$ cat config.mk
export PLATFORM = sky130hd
export DESIGN_NAME = keypad_hex_encoder
export DESIGN_NICKNAME = d
export VERILOG_FILES = /design/src/rtl/keypad_hex_encoder.sv
export SDC_FILE = /design/constraint.sdc
export NUM_CORES = 1
export LEC_CHECK = 0
export BUFFER_PORTS_ARGS = -buffer_cell sky130_fd_sc_hd__buf_4
export CAP_MARGIN = 25
export CORE_MARGIN = 2
export CORE_UTILIZATION = 45
export DETAILED_ROUTE_END_ITERATION = 8
export PLACE_DENSITY = 0.66
export SYNTH_ARGS = -nofsm -noshare
export SYNTH_HDL_FRONTEND = slang
export SYNTH_SLANG_ARGS = --single-unit
$ cat constraint.sdc
create_clock -name clk -period 4 [get_ports clk]
set_clock_uncertainty 0.05 [all_clocks]
set_input_delay 0.6 -clock clk [delete_from_list [all_inputs] [get_ports clk]]
set_output_delay 0.6 -clock clk [all_outputs]
set_load 0.1 [all_outputs]
$ cat src/rtl/keypad_hex_encoder.sv
// Scans a 4x4 active-low matrix keypad, debounces on scan ticks and emits the hex code of each
// accepted press as a nibble with a one-cycle valid pulse.
module keypad_hex_encoder #(
  parameter int unsigned SCAN_DIV       = 100000,
  parameter int unsigned DEBOUNCE_SCANS = 4
) (
  input  logic       clk,
  input  logic       rst,
  output logic [3:0] row,
  input  logic [3:0] col,
  output logic [3:0] key_code,
  output logic       key_valid,
  output logic       key_down
);

  localparam int unsigned     DivW       = $clog2(SCAN_DIV);
  localparam int unsigned     CntW       = $clog2(DEBOUNCE_SCANS + 1);
  localparam logic [DivW-1:0] DivLast    = DivW'(SCAN_DIV - 1);
  localparam logic [CntW-1:0] CntLast    = CntW'(DEBOUNCE_SCANS - 1);
  localparam bit              SingleScan = (DEBOUNCE_SCANS == 1);

  typedef enum logic [1:0] {
    StScan,
    StDebounce,
    StPressed,
    StRelease
  } state_e;

  logic [3:0]      col_meta_q, col_s_q;
  logic [DivW-1:0] div_q;
  logic            tick;
  state_e          state_q;
  logic [1:0]      row_idx_q, row_idx_nxt;
  logic [3:0]      row_q, row_nxt;
  logic [3:0]      cand_col_q;
  logic [CntW-1:0] cnt_q;
  logic [3:0]      key_code_q;
  logic            key_valid_q, key_down_q;
  logic [1:0]      press_col;
  logic [3:0]      press_code;
  logic            col_idle;

  // Two-flop synchroniser; idles high so reset never looks like a press.
  always_ff @(posedge clk) begin
    if (rst) begin
      col_meta_q <= 4'hF;
      col_s_q    <= 4'hF;
    end else begin
      col_meta_q <= col;
      col_s_q    <= col_meta_q;
    end
  end

  always_ff @(posedge clk) begin
    if (rst) begin
      div_q <= '0;
    end else if (tick) begin
      div_q <= '0;
    end else begin
      div_q <= div_q + DivW'(1);
    end
  end

  assign tick        = (div_q == DivLast);
  assign col_idle    = (col_s_q == 4'hF);
  assign row_idx_nxt = row_idx_q + 2'd1;
  assign row_nxt     = ~(4'b0001 << row_idx_nxt);

  // Lowest-index low column wins when several keys share the driven row.
  always_comb begin
    press_col = 2'd0;
    for (int i = 3; i >= 0; i--) begin
      if (!col_s_q[i]) press_col = 2'(i);
    end
  end

  always_comb begin
    press_code = 4'h0;
    unique case ({row_idx_q, press_col})
      4'b00_00: press_code = 4'h1;
      4'b00_01: press_code = 4'h2;
      4'b00_10: press_code = 4'h3;
      4'b00_11: press_code = 4'hA;
      4'b01_00: press_code = 4'h4;
      4'b01_01: press_code = 4'h5;
      4'b01_10: press_code = 4'h6;
      4'b01_11: press_code = 4'hB;
      4'b10_00: press_code = 4'h7;
      4'b10_01: press_code = 4'h8;
      4'b10_10: press_code = 4'h9;
      4'b10_11: press_code = 4'hC;
      4'b11_00: press_code = 4'h0;
      4'b11_01: press_code = 4'hF;
      4'b11_10: press_code = 4'hE;
      4'b11_11: press_code = 4'hD;
      default:  press_code = 4'h0;
    endcase
  end

  // row_idx stays frozen outside StScan, so it still names the candidate key's row.
  always_ff @(posedge clk) begin
    if (rst) begin
      state_q     <= StScan;
      row_idx_q   <= 2'd0;
      row_q       <= 4'b1110;
      cand_col_q  <= 4'hF;
      cnt_q       <= '0;
      key_code_q  <= 4'h0;
      key_valid_q <= 1'b0;
      key_down_q  <= 1'b0;
    end else begin
      key_valid_q <= 1'b0;
      if (tick) begin
        unique case (state_q)
          StScan: begin
            if (col_idle) begin
              row_idx_q <= row_idx_nxt;
              row_q     <= row_nxt;
            end else if (SingleScan) begin
              cand_col_q  <= col_s_q;
              state_q     <= StPressed;
              key_code_q  <= press_code;
              key_valid_q <= 1'b1;
              key_down_q  <= 1'b1;
            end else begin
              cand_col_q <= col_s_q;
              cnt_q      <= CntW'(1);
              state_q    <= StDebounce;
            end
          end
          StDebounce: begin
            if (col_s_q != cand_col_q) begin
              state_q   <= StScan;
              cnt_q     <= '0;
              row_idx_q <= row_idx_nxt;
              row_q     <= row_nxt;
            end else if (cnt_q == CntLast) begin
              state_q     <= StPressed;
              cnt_q       <= '0;
              key_code_q  <= press_code;
              key_valid_q <= 1'b1;
              key_down_q  <= 1'b1;
            end else begin
              cnt_q <= cnt_q + CntW'(1);
            end
          end
          StPressed: begin
            if (col_idle) begin
              if (SingleScan) begin
                state_q    <= StScan;
                key_down_q <= 1'b0;
                row_idx_q  <= row_idx_nxt;
                row_q      <= row_nxt;
              end else begin
                state_q <= StRelease;
                cnt_q   <= CntW'(1);
              end
            end
          end
          StRelease: begin
            if (!col_idle) begin
              state_q <= StPressed;
              cnt_q   <= '0;
            end else if (cnt_q == CntLast) begin
              state_q    <= StScan;
              cnt_q      <= '0;
              key_down_q <= 1'b0;
              row_idx_q  <= row_idx_nxt;
              row_q      <= row_nxt;
            end else begin
              cnt_q <= cnt_q + CntW'(1);
            end
          end
          default: state_q <= StScan;
        endcase
      end
    end
  end

  assign row       = row_q;
  assign key_code  = key_code_q;
  assign key_valid = key_valid_q;
  assign key_down  = key_down_q;

endmodule
; Yosys cells after proc, flatten, opt, wreduce, memory -nomap -nowiden
; Memory sizes are Yosys's and may differ from the RTL's. A register that Yosys moved wholly into a read port is not among the register bits.
; Cells that the tools add are included.
[word_totals]
reg_bits = 42
output_inout_bits = 10
mem_count = 1
romBits = 64
[mem_list]
columns = memory, depth, word_bits, read_ports, rd_clocked_by_memory_dff, write_ports, line
row1 = (no name shown), 16, 4, 1, 1, 0, 79  ; unique case ({row_idx_q, press_col})
[classes]
n_mux = 33
bitwise = 5
addsub = 3
n_shift = 1
n_eq_ne = 17
reduce_logical = 11
[op_table]
columns = cell, count
row1 = 2-bit two-way mux, 14
row2 = "17-bit by 1-bit adder with 17-bit output, second input constant", 1
row3 = "17-bit equality test, second input constant", 1
row4 = 4-bit two-way mux, 4
row5 = "2-bit != test, second input constant", 8
row6 = 3-bit two-way mux, 5
row7 = 3-bit case mux with 4 select lines, 1
row8 = 4-bit case mux with 3 select lines, 1
row9 = 6-bit AND reduction, 2
row10 = 2-bit case mux with 4 select lines, 1
row11 = "3-bit != test, second input constant", 2
row12 = 2-bit case mux with 3 select lines, 1
row13 = 3-bit AND reduction, 2
row14 = 1-bit two-way mux, 5
row15 = 5-bit AND reduction, 1
row16 = "2-bit equality test, second input constant", 2
row17 = "4-bit equality test, second input constant", 1
row18 = 4-bit != test, 1
row19 = 1-bit NOT, 4
row20 = 4-bit NOT, 1
row21 = 4-bit AND reduction, 1
row22 = 4-bit OR reduction, 1
row23 = "1-bit by 2-bit << shifter with 4-bit output, first input constant", 1
row24 = "3-bit by 1-bit adder with 3-bit output, second input constant", 1
row25 = other kinds (8), 8

; Logic depth before layout (Yosys ltp)
; Gate-level depths: netlist of the first run.
[depth]
depth_word = 6
mapped_depth = 9
depth_no_buf = 6

; Least setup slack after synthesis of the first run
; No wires, ideal clock.
[synth_timing]
path_kind = flip-flop to flip-flop
start = reg div_q[0]
end = reg div_q[16]
synth_period_minus_slack_ns = 1.997
n_path_buf = 3
path_slack_ns = 2.003
stages_incl_launch_ff = 10
arrival_time_ns = 1.833
t_required_ns = 3.835
cell_sequence = dfxtp_1 ha_1 and4_4 nand2_4 or3_4 buf_6 or2b_1 buf_4 buf_4 nor2_1
[synth_between]
elab_chain_len = 2
[synth_lines]
columns = item, line
row1 = start: declaration, 30  ; logic [DivW-1:0] div_q;
row2 = start signal: assignment, 60  ; div_q <= div_q + DivW'(1);
row3 = branches (longest 2 deep; another with 17-bit by 1-bit adder with 17-bit output), -
; Several ways; the timed one is not identified.
; A chain may end at the register's enable or synchronous reset.

; Final worst setup path of the first run
[layout_timing]
start = reg div_q[0]
end = reg div_q[12]
; The elaborated chain is that of the path after synthesis.

==> results of run 1 <==
==> cells by family (layout without fill, tap and decap cells) <==
family / after synthesis / in the layout
flops: 46 / 46
simple gates: 111 / 111
xor+xnor: 20 / 20
mux: 8 / 8
buf+inv: 19 / 29
compound gates: 39 / 39
fa+ha+maj: 7 / 7
==> worst max-delay path by stage <==
stage | startpoint | end | slack [ns] | depth (start not counted)
after floorplan | div_q[0]$_SDFF_PP0_ | div_q[16]$_SDFF_PP0_ | 2.00 | 9
after global placement | div_q[0]$_SDFF_PP0_ | div_q[16]$_SDFF_PP0_ | 1.83 | 6
after detailed placement | div_q[0]$_SDFF_PP0_ | div_q[12]$_SDFF_PP0_ | 1.79 | 6
after CTS | div_q[0]$_SDFF_PP0_ | div_q[12]$_SDFF_PP0_ | 1.77 | 6
after global routing | div_q[0]$_SDFF_PP0_ | div_q[12]$_SDFF_PP0_ | 1.62 | 6
final | div_q[0]$_SDFF_PP0_ | div_q[12]$_SDFF_PP0_ | 1.80 | 6
==> power groups by stage <==
stage,Clock [mW],Combinational [mW],Sequential [mW]
2_1_floorplan,0,0.0366,0.486
5_1_grt,0.319,0.0583,0.473
6_report,0.293,0.0514,0.471
3_3_place_gp,0,0.0514,0.482
3_5_place_dp,0,0.0520,0.482
4_1_cts,0.302,0.0521,0.471
==> worst max-delay path: cells and delay by family (launching register included) <==
| family | cells | cell delay, ns |
|---|---|---|
| simple gates | 5 | 1.43 |
| flops | 1 | 0.37 |
| fa+ha+maj | 1 | 0.21 |
==> synth_stat cells (2+ instances only) <==
cell | count | area, um2
sky130_fd_sc_hd__buf_4 | 2 | 15.0
sky130_fd_sc_hd__xor2_1 | 4 | 35.0
sky130_fd_sc_hd__nand4_1 | 4 | 25.0
sky130_fd_sc_hd__o21ai_0 | 8 | 40.0
sky130_fd_sc_hd__mux2i_1 | 6 | 60.1
sky130_fd_sc_hd__clkbuf_1 | 10 | 37.5
sky130_fd_sc_hd__nand2_1 | 12 | 45.0
sky130_fd_sc_hd__xnor2_1 | 16 | 140
sky130_fd_sc_hd__or4_1 | 2 | 15.0
sky130_fd_sc_hd__a21o_1 | 2 | 15.0
sky130_fd_sc_hd__inv_1 | 6 | 22.5
sky130_fd_sc_hd__a21oi_1 | 10 | 50.1
sky130_fd_sc_hd__a211o_1 | 5 | 43.8
sky130_fd_sc_hd__a31oi_1 | 2 | 12.5
sky130_fd_sc_hd__nand2b_1 | 8 | 50.1
sky130_fd_sc_hd__or2_2 | 9 | 56.3
sky130_fd_sc_hd__nor3_1 | 6 | 30.0
sky130_fd_sc_hd__nor2b_1 | 9 | 56.3
sky130_fd_sc_hd__o21a_1 | 3 | 22.5
sky130_fd_sc_hd__a211oi_1 | 2 | 15.0
sky130_fd_sc_hd__nor4_1 | 4 | 25.0
sky130_fd_sc_hd__or3_4 | 2 | 22.5
sky130_fd_sc_hd__mux2_2 | 2 | 22.5
sky130_fd_sc_hd__ha_1 | 7 | 87.6
sky130_fd_sc_hd__a311oi_1 | 2 | 17.5
sky130_fd_sc_hd__nand3_1 | 11 | 55.1
sky130_fd_sc_hd__dfxtp_1 | 46 | 921
sky130_fd_sc_hd__o31ai_1 | 2 | 15.0
sky130_fd_sc_hd__nor3b_1 | 2 | 15.0
sky130_fd_sc_hd__nor2_1 | 32 | 120
==> placed cells by master (no fill, tap or decap), drive strengths merged, types with 3 or more instances in the layout <==
master  synthesis  routed
or3             3       3
xor2            4       4
xnor2          16      16
dfxtp          46      46
o21a            3       3
nor2           32      32
o21ai           8       8
nand2          13      13
nor4            5       5
clkbuf         10       7
nor3            6       6
nand4           4       4
ha              7       7
nand2b          8       8
nor2b           9       9
buf             3      15
a211o           5       5
mux2i           6       6
nand3          11      11
or2             9       9
inv             6       6
a21oi          10      10
==> metal layers <==
layer,vias up,routed length [um]
met5,-,0
met2,22,1550
li1,881,-
met3,8,118
met4,0,71
met1,751,2040
==> flip-flops by register name, summed over array words and instances, names as in the netlist <==
signal,count
div_q,17
cand_col_q,4
col_meta_q,4
col_s_q,4
key_code,4
row,4
cnt_q,3
row_idx_q,2
state_q,2
key_down,1
key_valid,1
==> through the flow <==
step                      power [mW]  cell area (um2)
after floorplan                0.523             2230
after global placement         0.533             2360
after detailed placement       0.534             2360
after CTS                      0.825             2450
after global routing           0.850             2450
final                          0.816             2450
==> area by class of cell <==
cell class                      instances  area, um2  share of cell area
Clock inverter                          1       5.00             0.00204
Multi-Input combinational cell        185       1220               0.498
Clock buffer                            7       86.3              0.0352
Sequential cell                        46        921               0.376
Timing Repair Buffer                   15        113              0.0459
Tap cell                               67       83.8              0.0342
Inverter                                6       22.5             0.00919
==> run metrics, run 1 <==
first-pass iteration count of the detailed router 4; clock power share 0.360; Post-synth EDFFs 0; global routing usage summed across all routing layers 0.160; launching element type of the critical path flop; share of power burned in combinational logic 0.063; global placement routability congestion 0.760; remaining max-slew budget at the tightest pin 0.502; Peak supply drop 0.215 mV; total number of clock tree sinks 46; total die area 0.00553 mm2; Std-Cell Rows 25; # DRC 0; CTS tree yes; net switching power 0.192 mW; clock latency of the later-clocked register in the worst-skew pair 0.30 ns; power density relative to cell area 333 mW/mm2; endpoint arrival time on the critical path 2.32 ns; Setup-failing EPs final 0; highest clock frequency the design can meet 455 MHz; data required time of the worst path 4.12 ns; via density per instance 5.08; Congestion Overflow GR 0; met1 Use GR 0.233; Global Route met3 Usage 0.0407; Net Count, Synth 263; synthesized-area fraction occupied by xor and xnor cells 0.0787; Antenna Nets Post-Route 0; worst-case hold slack 0.353 ns; dpl hpwl 2.61 mm; Std-Cell Core Area 0.00475 mm2; fraction of the mapped netlist area in compound gates 0.115; final hold vios 0; Post-CTS Setup Repair Bufs 0; worst-case register-to-register setup slack 1.80 ns; met2 GRT Util 0.224; number of cells in the finished layout apart from fillers 327; total wire length 3.78 mm; unrepaired setup endpoints after global routing no; quantity of I/O buffers inserted on ports 15; run status complete, no violations; Crit path largest cell delay 0.53 ns; number of antenna violations at the first check in global routing 0; Max Fanout on Critical Path 17; vertical die dimension 74.4 um; async set-or-reset flop fraction in the synthesized netlist 0; Netlist cell types 44; starting utilization of the core area 0.468; DP Worst Slack 1.79 ns; fraction of layout cells with a size suffix above 1 0.150; Diodes inserted 0; P_int 0.624 mW; number of global-route vias before repair 1466; portion of the clock cycle consumed by the worst path in the final layout 0.550; synthesized netlist cell count 250; vias post-DR 1662; core utilization of the finished layout 0.516; hold path startpoint col_meta_q[1]$_SDFF_PP1_; ports placed on the boundary 16; cell at the slowest stage of the critical path sky130_fd_sc_hd__or2b_1; endpoint of the worst hold-timing path col_s_q[1]$_SDFF_PP1_; Tightest Hold Check Type flop to flop; CTS H-tree depth 2; share of total power in sequential cells 0.578; Worst Reg-to-Reg Cells 6; final slew viol count 0; post-cts hold buffer count 0; total of flip-flops plus latches after synthesis 46; pin count of the biggest net entering global routing 40; cts bufs inserted 5; post-cts sizing count 0; post-synthesis adder-cell area fraction 0.0393; number of instances on the worst hold path 1; main combinational cell family by area after synthesis simple AND/OR/NAND/NOR gates; final worst path period need 2.20 ns; mux cell area share after synthesis 0.0371; Worst Setup Path Type flop to flop; die width 74.4 um; post-route worst setup slack 1.80 ns; busiest metal layer after global routing met1; Iter 0 DRT Violations 108; capturing element type of the critical path flop; Main synth FF type sky130_fd_sc_hd__dfxtp_1; clock slew at the register clock pins of the worst setup and hold paths 0.09 ns; total standard cell area after synthesis 0.00223 mm2; source of the worst register-to-register timing path div_q[0]$_SDFF_PP0_; layout-stage area growth over the synthesis result 10.1%; number of max-cap violations 0; final total negative setup slack 0 ns; measured slew at the worst slew-check pin 0.741 ns; Reg2Reg Capture Point div_q[12]$_SDFF_PP0_; part of the Yosys area used for sequential elements 0.413; fill cell total of the finished layout 502; share of total power consumed by net switching 0.235; maximum root-to-sink buffer count 2; CTS Root Cell sky130_fd_sc_hd__clkbuf_8; drt wl/cell 11.6 um; leakage 0.892 nW; post-synthesis area per instance 8.91 um2; share of synthesized cell area in and, or, nand and nor gates 0.278; wire length of the first global-routing pass 6.74 mm; warning count from the yosys run 0; sequence of cells on the critical path ha_1 > and4_4 > nand2_4 > or3_4 > or2b_1 > nor2_1; count of placed standard cells including taps 319; net count of the finished layout 272
No activity file was read; power rests on OpenSTA's default activity.
==> run 2, diff against run 1 <==
- clock period: 4 -> 2.1 ns (I/O delays scaled with it)
==> run 2 against run 1 <==
  * Routed wire length grew 1.6%
  * Worst hold slack lost 0.20 ns
  * Global-route usage shrank 0.24 points
==> run metrics, run 2 (synthesis results as in run 1) <==
total die area 0.00553 mm2 (unchanged); met2 GRT Util 0.256 (was 0.224); number of global-route vias before repair 1562 (was 1466); vertical die dimension 74.4 um (unchanged); Std-Cell Core Area 0.00475 mm2 (unchanged); Antenna Nets Post-Route 0 (unchanged); clock latency of the later-clocked register in the worst-skew pair 0.29 ns (was 0.30 ns); most common cell after layout, fill and taps aside sky130_fd_sc_hd__dfxtp_1 (unchanged); cell at the slowest stage of the critical path sky130_fd_sc_hd__or3_4 (was sky130_fd_sc_hd__or2b_1); capturing element type of the critical path flop (unchanged); post-route worst setup slack 0.110 ns (was 1.80 ns); CTS Root Cell sky130_fd_sc_hd__clkbuf_8 (unchanged); die width 74.4 um (unchanged); data required time of the worst path 2.27 ns (was 4.12 ns); share of total power consumed by net switching 0.227 (was 0.235); Post-CTS Setup Repair Bufs 0 (unchanged); CTS tree yes (unchanged); Iter 0 DRT Violations 118 (was 108); fill cell total of the finished layout 473 (was 502); Worst Setup Path Type flop to flop (unchanged); busiest metal layer after global routing met2 (was met1); unrepaired setup endpoints after global routing no (unchanged); Setup-failing EPs final 0 (unchanged); # DRC 0 (unchanged); ports placed on the boundary 16 (unchanged); via density per instance 5.05 (was 5.08); register containing the most flip-flops in the final layout div_q (unchanged); fraction of layout cells with a size suffix above 1 0.166 (was 0.150); global placement routability congestion 0.810 (was 0.760); Tightest Hold Check Type input port to flop (was flop to flop); launching element type of the critical path flop (unchanged); number of max-cap violations 0 (unchanged); total wire length 3.84 mm (was 3.78 mm); buffers and inverters on the worst path 0 (unchanged); share of power burned in combinational logic 0.069 (was 0.063); remaining max-slew budget at the tightest pin 0.755 (was 0.502); drt wl/cell 11.6 um (about the same); crit-path most repeated cell sky130_fd_sc_hd__or3_4; power density relative to cell area 599 mW/mm2 (was 333 mW/mm2); endpoint arrival time on the critical path 2.16 ns (was 2.32 ns); maximum root-to-sink buffer count 2 (unchanged); global routing usage summed across all routing layers 0.157 (was 0.160); total number of clock tree sinks 46 (unchanged); Crit path largest cell delay 0.45 ns (was 0.53 ns); final hold vios 0 (unchanged); share of total power in sequential cells 0.600 (was 0.578); Std-Cell Rows 25 (unchanged); Diodes inserted 0 (unchanged); first-pass iteration count of the detailed router 4 (unchanged); clock power share 0.331 (was 0.360); number of antenna violations at the first check in global routing 0 (unchanged); final total negative setup slack 0 ns (unchanged); leakage 0.915 nW (was 0.892 nW); post-cts sizing count 0 (unchanged); Congestion Overflow GR 0 (unchanged); final worst path period need 1.99 ns (was 2.20 ns); P_int 1.16 mW (was 0.624 mW); Max Fanout on Critical Path 10 (was 17); Worst path top cell family by delay simple AND/OR/NAND/NOR gates (unchanged); measured slew at the worst slew-check pin 0.367 ns (was 0.741 ns); Peak supply drop 0.456 mV (was 0.215 mV); sequence of cells on the critical path ha_2 > and4_4 > nand2_4 > or3_4 > or3_4 > a31oi_1 (was ha_1 > and4_4 > nand2_4 > or3_4 > or2b_1 > nor2_1); post-cts hold buffer count 0 (unchanged); run status complete, no violations (unchanged); clock slew at the register clock pins of the worst setup and hold paths 0.08 ns (was 0.09 ns); met1 Use GR 0.199 (was 0.233); Global Route met3 Usage 0.0407 (unchanged); pin count of the biggest net entering global routing 40 (unchanged); flip-flop count of the largest register after layout 17 (unchanged); CTS H-tree depth 2 (unchanged); net count of the finished layout 278 (was 272); wire length of the first global-routing pass 6.72 mm (was 6.74 mm); most frequent cells in the layout sky130_fd_sc_hd__dfxtp_1, sky130_fd_sc_hd__nor2_1, sky130_fd_sc_hd__buf_4 (was sky130_fd_sc_hd__dfxtp_1, sky130_fd_sc_hd__nor2_1, sky130_fd_sc_hd__xnor2_1); layout-stage area growth over the synthesis result 12.1% (was 10.1%); dpl hpwl 2.78 mm (was 2.61 mm); portion of the clock cycle consumed by the worst path in the final layout 0.948 (was 0.550); quantity of I/O buffers inserted on ports 15 (unchanged); net switching power 0.339 mW (was 0.192 mW); highest clock frequency the design can meet 503 MHz (was 455 MHz); starting utilization of the core area 0.468 (unchanged); cts bufs inserted 5 (unchanged); DP Worst Slack 0.121 ns (was 1.79 ns); final slew viol count 0 (unchanged); Overall Power 1.50 mW (was 0.816 mW); vias post-DR 1675 (was 1662)
run 2: cell types whose count changed in the layout (fill, tap and decap cells not counted), sizes merged:
| cell | previous run | this run |
|---|---|---|
| buf | 15 | 21 |
| clkinv | 1 | 0 |
run 2: layout make-up:
cell class                 count  area (um2)  share of cell area
clock buffer                   7        76.3              0.0306
inverter                       6        22.5             0.00902
multi-input combinational    185        1220               0.490
sequential                    46         921               0.369
tap                           67        83.8              0.0336
timing repair buffer          21         170              0.0682
run 2: power by group through the flow:
stage | clock, mW | combinational (mW) | sequential, mW
after floorplan | 0 | 0.0696 | 0.927
after global placement | 0 | 0.102 | 0.918
after detailed placement | 0 | 0.103 | 0.919
after CTS | 0.520 | 0.104 | 0.898
after global routing | 0.549 | 0.117 | 0.900
final | 0.495 | 0.103 | 0.898
run 2: path summary, 6_finish.rpt:
kind                                  from                        to  slack, ns  cells after the start
setup / recovery       div_q[0]$_SDFF_PP0_     key_down$_SDFFE_PP0P_       0.11                      6
hold / removal                      col[1]  col_meta_q[1]$_SDFF_PP1_       0.15                      2
setup reg to reg       div_q[0]$_SDFF_PP0_     key_down$_SDFFE_PP0P_       0.11                      6
hold reg to reg   col_meta_q[1]$_SDFF_PP1_     col_s_q[1]$_SDFF_PP1_       0.36                      1
run 2: per-layer routing:
layer | vias up | share of wire
met5 | - | 0
met4 | 0 | 0.015
met3 | 4 | 0.029
met2 | 19 | 0.46
met1 | 756 | 0.50
li1 | 896 | -
run 2: through the flow:
step           hold WS [ns]  utilization  std cells  area, um2
6_report              0.154        0.525        332       2500
2_1_floorplan         0.339            -        250       2230
5_1_grt               0.146        0.525        332       2500
4_1_cts               0.144        0.524        332       2490
3_3_place_gp          0.341        0.508        325       2420
3_5_place_dp          0.343        0.508        325       2420
run 2: worst register-to-register path, cell delays in order, from the launching register on:
cell and delay [ns]:
sky130_fd_sc_hd__dfxtp_1 0.37, sky130_fd_sc_hd__ha_2 0.21, sky130_fd_sc_hd__and4_4 0.23, sky130_fd_sc_hd__nand2_4 0.10, sky130_fd_sc_hd__or3_4 0.45, sky130_fd_sc_hd__or3_4 0.38, sky130_fd_sc_hd__a31oi_1 0.12
==> run 3, diff against run 2 <==
- CELL_PAD_IN_SITES_DETAIL_PLACEMENT: default -> 0
- CELL_PAD_IN_SITES_GLOBAL_PLACEMENT: default -> 1
- PLACE_DENSITY: 0.66 -> 0.82
==> run 3 against run 2 <==
  * Total power grew 3.9%
  * Clock power rose by 11%
  * Combinational power up 4%
  * Via count grew 1.3%
  * Clock-buffer cell count unchanged
  * Critical path depth did not move
  * Routed wire length increased by 4.9%
==> run metrics, run 3 (synthesis results as in run 1) <==
total wire length 4.03 mm (was 3.84 mm); layout-stage area growth over the synthesis result 14.8% (was 12.1%); total die area 0.00553 mm2 (unchanged); number of max-cap violations 0 (unchanged); run status complete, no violations (unchanged); clock slew at the register clock pins of the worst setup and hold paths 0.08 ns (about the same); data required time of the worst path 2.28 ns (was 2.27 ns); most common cell after layout, fill and taps aside sky130_fd_sc_hd__dfxtp_1 (unchanged); remaining max-slew budget at the tightest pin 0.745 (was 0.755); buffers and inverters on the worst path 0 (unchanged); source of the worst register-to-register timing path div_q[0]$_SDFF_PP0_ (unchanged); drt wl/cell 11.9 um (was 11.6 um); Max Fanout on Critical Path 10 (unchanged); global routing usage summed across all routing layers 0.159 (was 0.157); vias post-DR 1697 (was 1675); post-cts sizing count 0 (unchanged); power density relative to cell area 608 mW/mm2 (was 599 mW/mm2); flip-flop count of the largest register after layout 17 (unchanged); net switching power 0.359 mW (was 0.339 mW); CTS Root Cell sky130_fd_sc_hd__clkbuf_8 (unchanged); total number of clock tree sinks 46 (unchanged); Crit path largest cell delay 0.46 ns (was 0.45 ns); post-cts hold buffer count 0 (unchanged); Tightest Hold Check Type input port to flop (unchanged); final total negative setup slack 0 ns (unchanged); cell at the slowest stage of the critical path sky130_fd_sc_hd__or3_4 (unchanged); endpoint of the most critical setup path state_q[1]$_SDFFE_PP0P_ (was key_down$_SDFFE_PP0P_); Peak supply drop 0.428 mV (was 0.456 mV); Std-Cell Core Area 0.00475 mm2 (unchanged); Worst Reg-to-Reg Cells 6 (unchanged); Setup crit start div_q[0]$_SDFF_PP0_ (unchanged); share of power burned in combinational logic 0.069 (about the same); measured slew at the worst slew-check pin 0.382 ns (was 0.367 ns); Worst path top cell family by delay simple AND/OR/NAND/NOR gates (unchanged); P_int 1.20 mW (was 1.16 mW); ports placed on the boundary 16 (unchanged); Worst Setup Path Type flop to flop (unchanged); Diodes inserted 0 (unchanged); share of total power consumed by net switching 0.231 (was 0.227); register containing the most flip-flops in the final layout div_q (unchanged); worst-case register-to-register setup slack 0.09 ns (was 0.11 ns); Setup-failing EPs final 0 (unchanged); vertical die dimension 74.4 um (unchanged); Reg2Reg Capture Point state_q[1]$_SDFFE_PP0P_ (was key_down$_SDFFE_PP0P_); number of antenna violations at the first check in global routing 0 (unchanged); CTS H-tree depth 2 (unchanged); endpoint arrival time on the critical path 2.19 ns (was 2.16 ns); Overall Power 1.55 mW (was 1.50 mW); worst-case hold slack 0.149 ns (was 0.154 ns); final worst path period need 2.01 ns (was 1.99 ns); dpl hpwl 2.76 mm (was 2.78 mm); die width 74.4 um (unchanged); number of cells in the finished layout apart from fillers 339 (was 332); highest clock frequency the design can meet 498 MHz (was 503 MHz); # DRC 0 (unchanged); count of placed standard cells including taps 331 (was 325); leakage 0.956 nW (was 0.915 nW); launching element type of the critical path flop (unchanged); Std-Cell Rows 25 (unchanged); clock power share 0.353 (was 0.331); starting utilization of the core area 0.468 (unchanged); Iter 0 DRT Violations 90 (was 118); instance count on the critical path 6 (unchanged); Antenna Nets Post-Route 0 (unchanged); first-pass iteration count of the detailed router 4 (unchanged); Post-CTS Setup Repair Bufs 0 (unchanged); sequence of cells on the critical path ha_2 > and4_4 > nand2_4 > or3_4 > or3_1 > a21oi_1 (was ha_2 > and4_4 > nand2_4 > or3_4 > or3_4 > a31oi_1); DP Worst Slack 0.109 ns (was 0.121 ns); CTS tree yes (unchanged); pin count of the biggest net entering global routing 40 (unchanged); Congestion Overflow GR 0 (unchanged); portion of the clock cycle consumed by the worst path in the final layout 0.957 (was 0.948); unrepaired setup endpoints after global routing no (unchanged); maximum root-to-sink buffer count 2 (unchanged); share of total power in sequential cells 0.578 (was 0.600); capturing element type of the critical path flop (unchanged); final hold vios 0 (unchanged); fraction of layout cells with a size suffix above 1 0.191 (was 0.166); most frequent cells in the layout sky130_fd_sc_hd__dfxtp_1, sky130_fd_sc_hd__nor2_1, sky130_fd_sc_hd__buf_4 (unchanged); number of global-route vias before repair 1544 (was 1562); net count of the finished layout 284 (was 278); post-route worst setup slack 0.0903 ns (was 0.110 ns); final slew viol count 0 (unchanged); clock latency of the later-clocked register in the worst-skew pair 0.29 ns (about the same); global placement routability congestion 0.765 (was 0.810); via density per instance 5.01 (was 5.05); wire length of the first global-routing pass 6.82 mm (was 6.72 mm); quantity of I/O buffers inserted on ports 15 (unchanged); cts bufs inserted 5 (unchanged)
==> run 3: metal layers <==
layer | vias up | track usage | wire length [um]
li1 | 900 | - | -
met3 | 4 | 0.0447 | 122
met1 | 773 | 0.202 | 2070
met5 | - | 0 | 0
met2 | 20 | 0.261 | 1790
met4 | 0 | 0.0536 | 44
==> run 3: per-stage QoR <==
step / area [um2] / utilization
2_1_floorplan: 2230 / -
3_3_place_gp: 2460 / 0.518
3_5_place_dp: 2460 / 0.518
4_1_cts: 2550 / 0.537
5_1_grt: 2560 / 0.538
6_report: 2560 / 0.538
==> run 3: cell type report <==
| class | instances | area (um2) |
|---|---|---|
| fillers | 468 | 2200 |
| clock buffers | 7 | 86.3 |
| repair buffers | 27 | 215 |
| clock inverters | 1 | 5.00 |
| multi-input cells | 185 | 1220 |
| well taps | 67 | 83.8 |
| inverters | 6 | 22.5 |
| flip-flops and latches | 46 | 921 |
==> run 3: how the worst min path moves through the flow <==
stage               depth (start not counted)                        to  slack, ns                     start
floorplan                                   1     col_s_q[0]$_SDFF_PP1_       0.34  col_meta_q[0]$_SDFF_PP1_
global placement                            1     col_s_q[2]$_SDFF_PP1_       0.34  col_meta_q[2]$_SDFF_PP1_
detailed placement                          1     col_s_q[0]$_SDFF_PP1_       0.34  col_meta_q[0]$_SDFF_PP1_
CTS                                         2  col_meta_q[1]$_SDFF_PP1_       0.13                    col[1]
global route                                2  col_meta_q[1]$_SDFF_PP1_       0.13                    col[1]
finish                                      2  col_meta_q[1]$_SDFF_PP1_       0.15                    col[1]
==> run 3: power groups by stage <==
stage	Sequential [mW]	Combinational, mW	Clock, mW
2_1_floorplan	0.927	0.0696	0
3_3_place_gp	0.918	0.106	0
3_5_place_dp	0.919	0.107	0
4_1_cts	0.898	0.108	0.576
5_1_grt	0.901	0.118	0.605
6_report	0.898	0.107	0.549
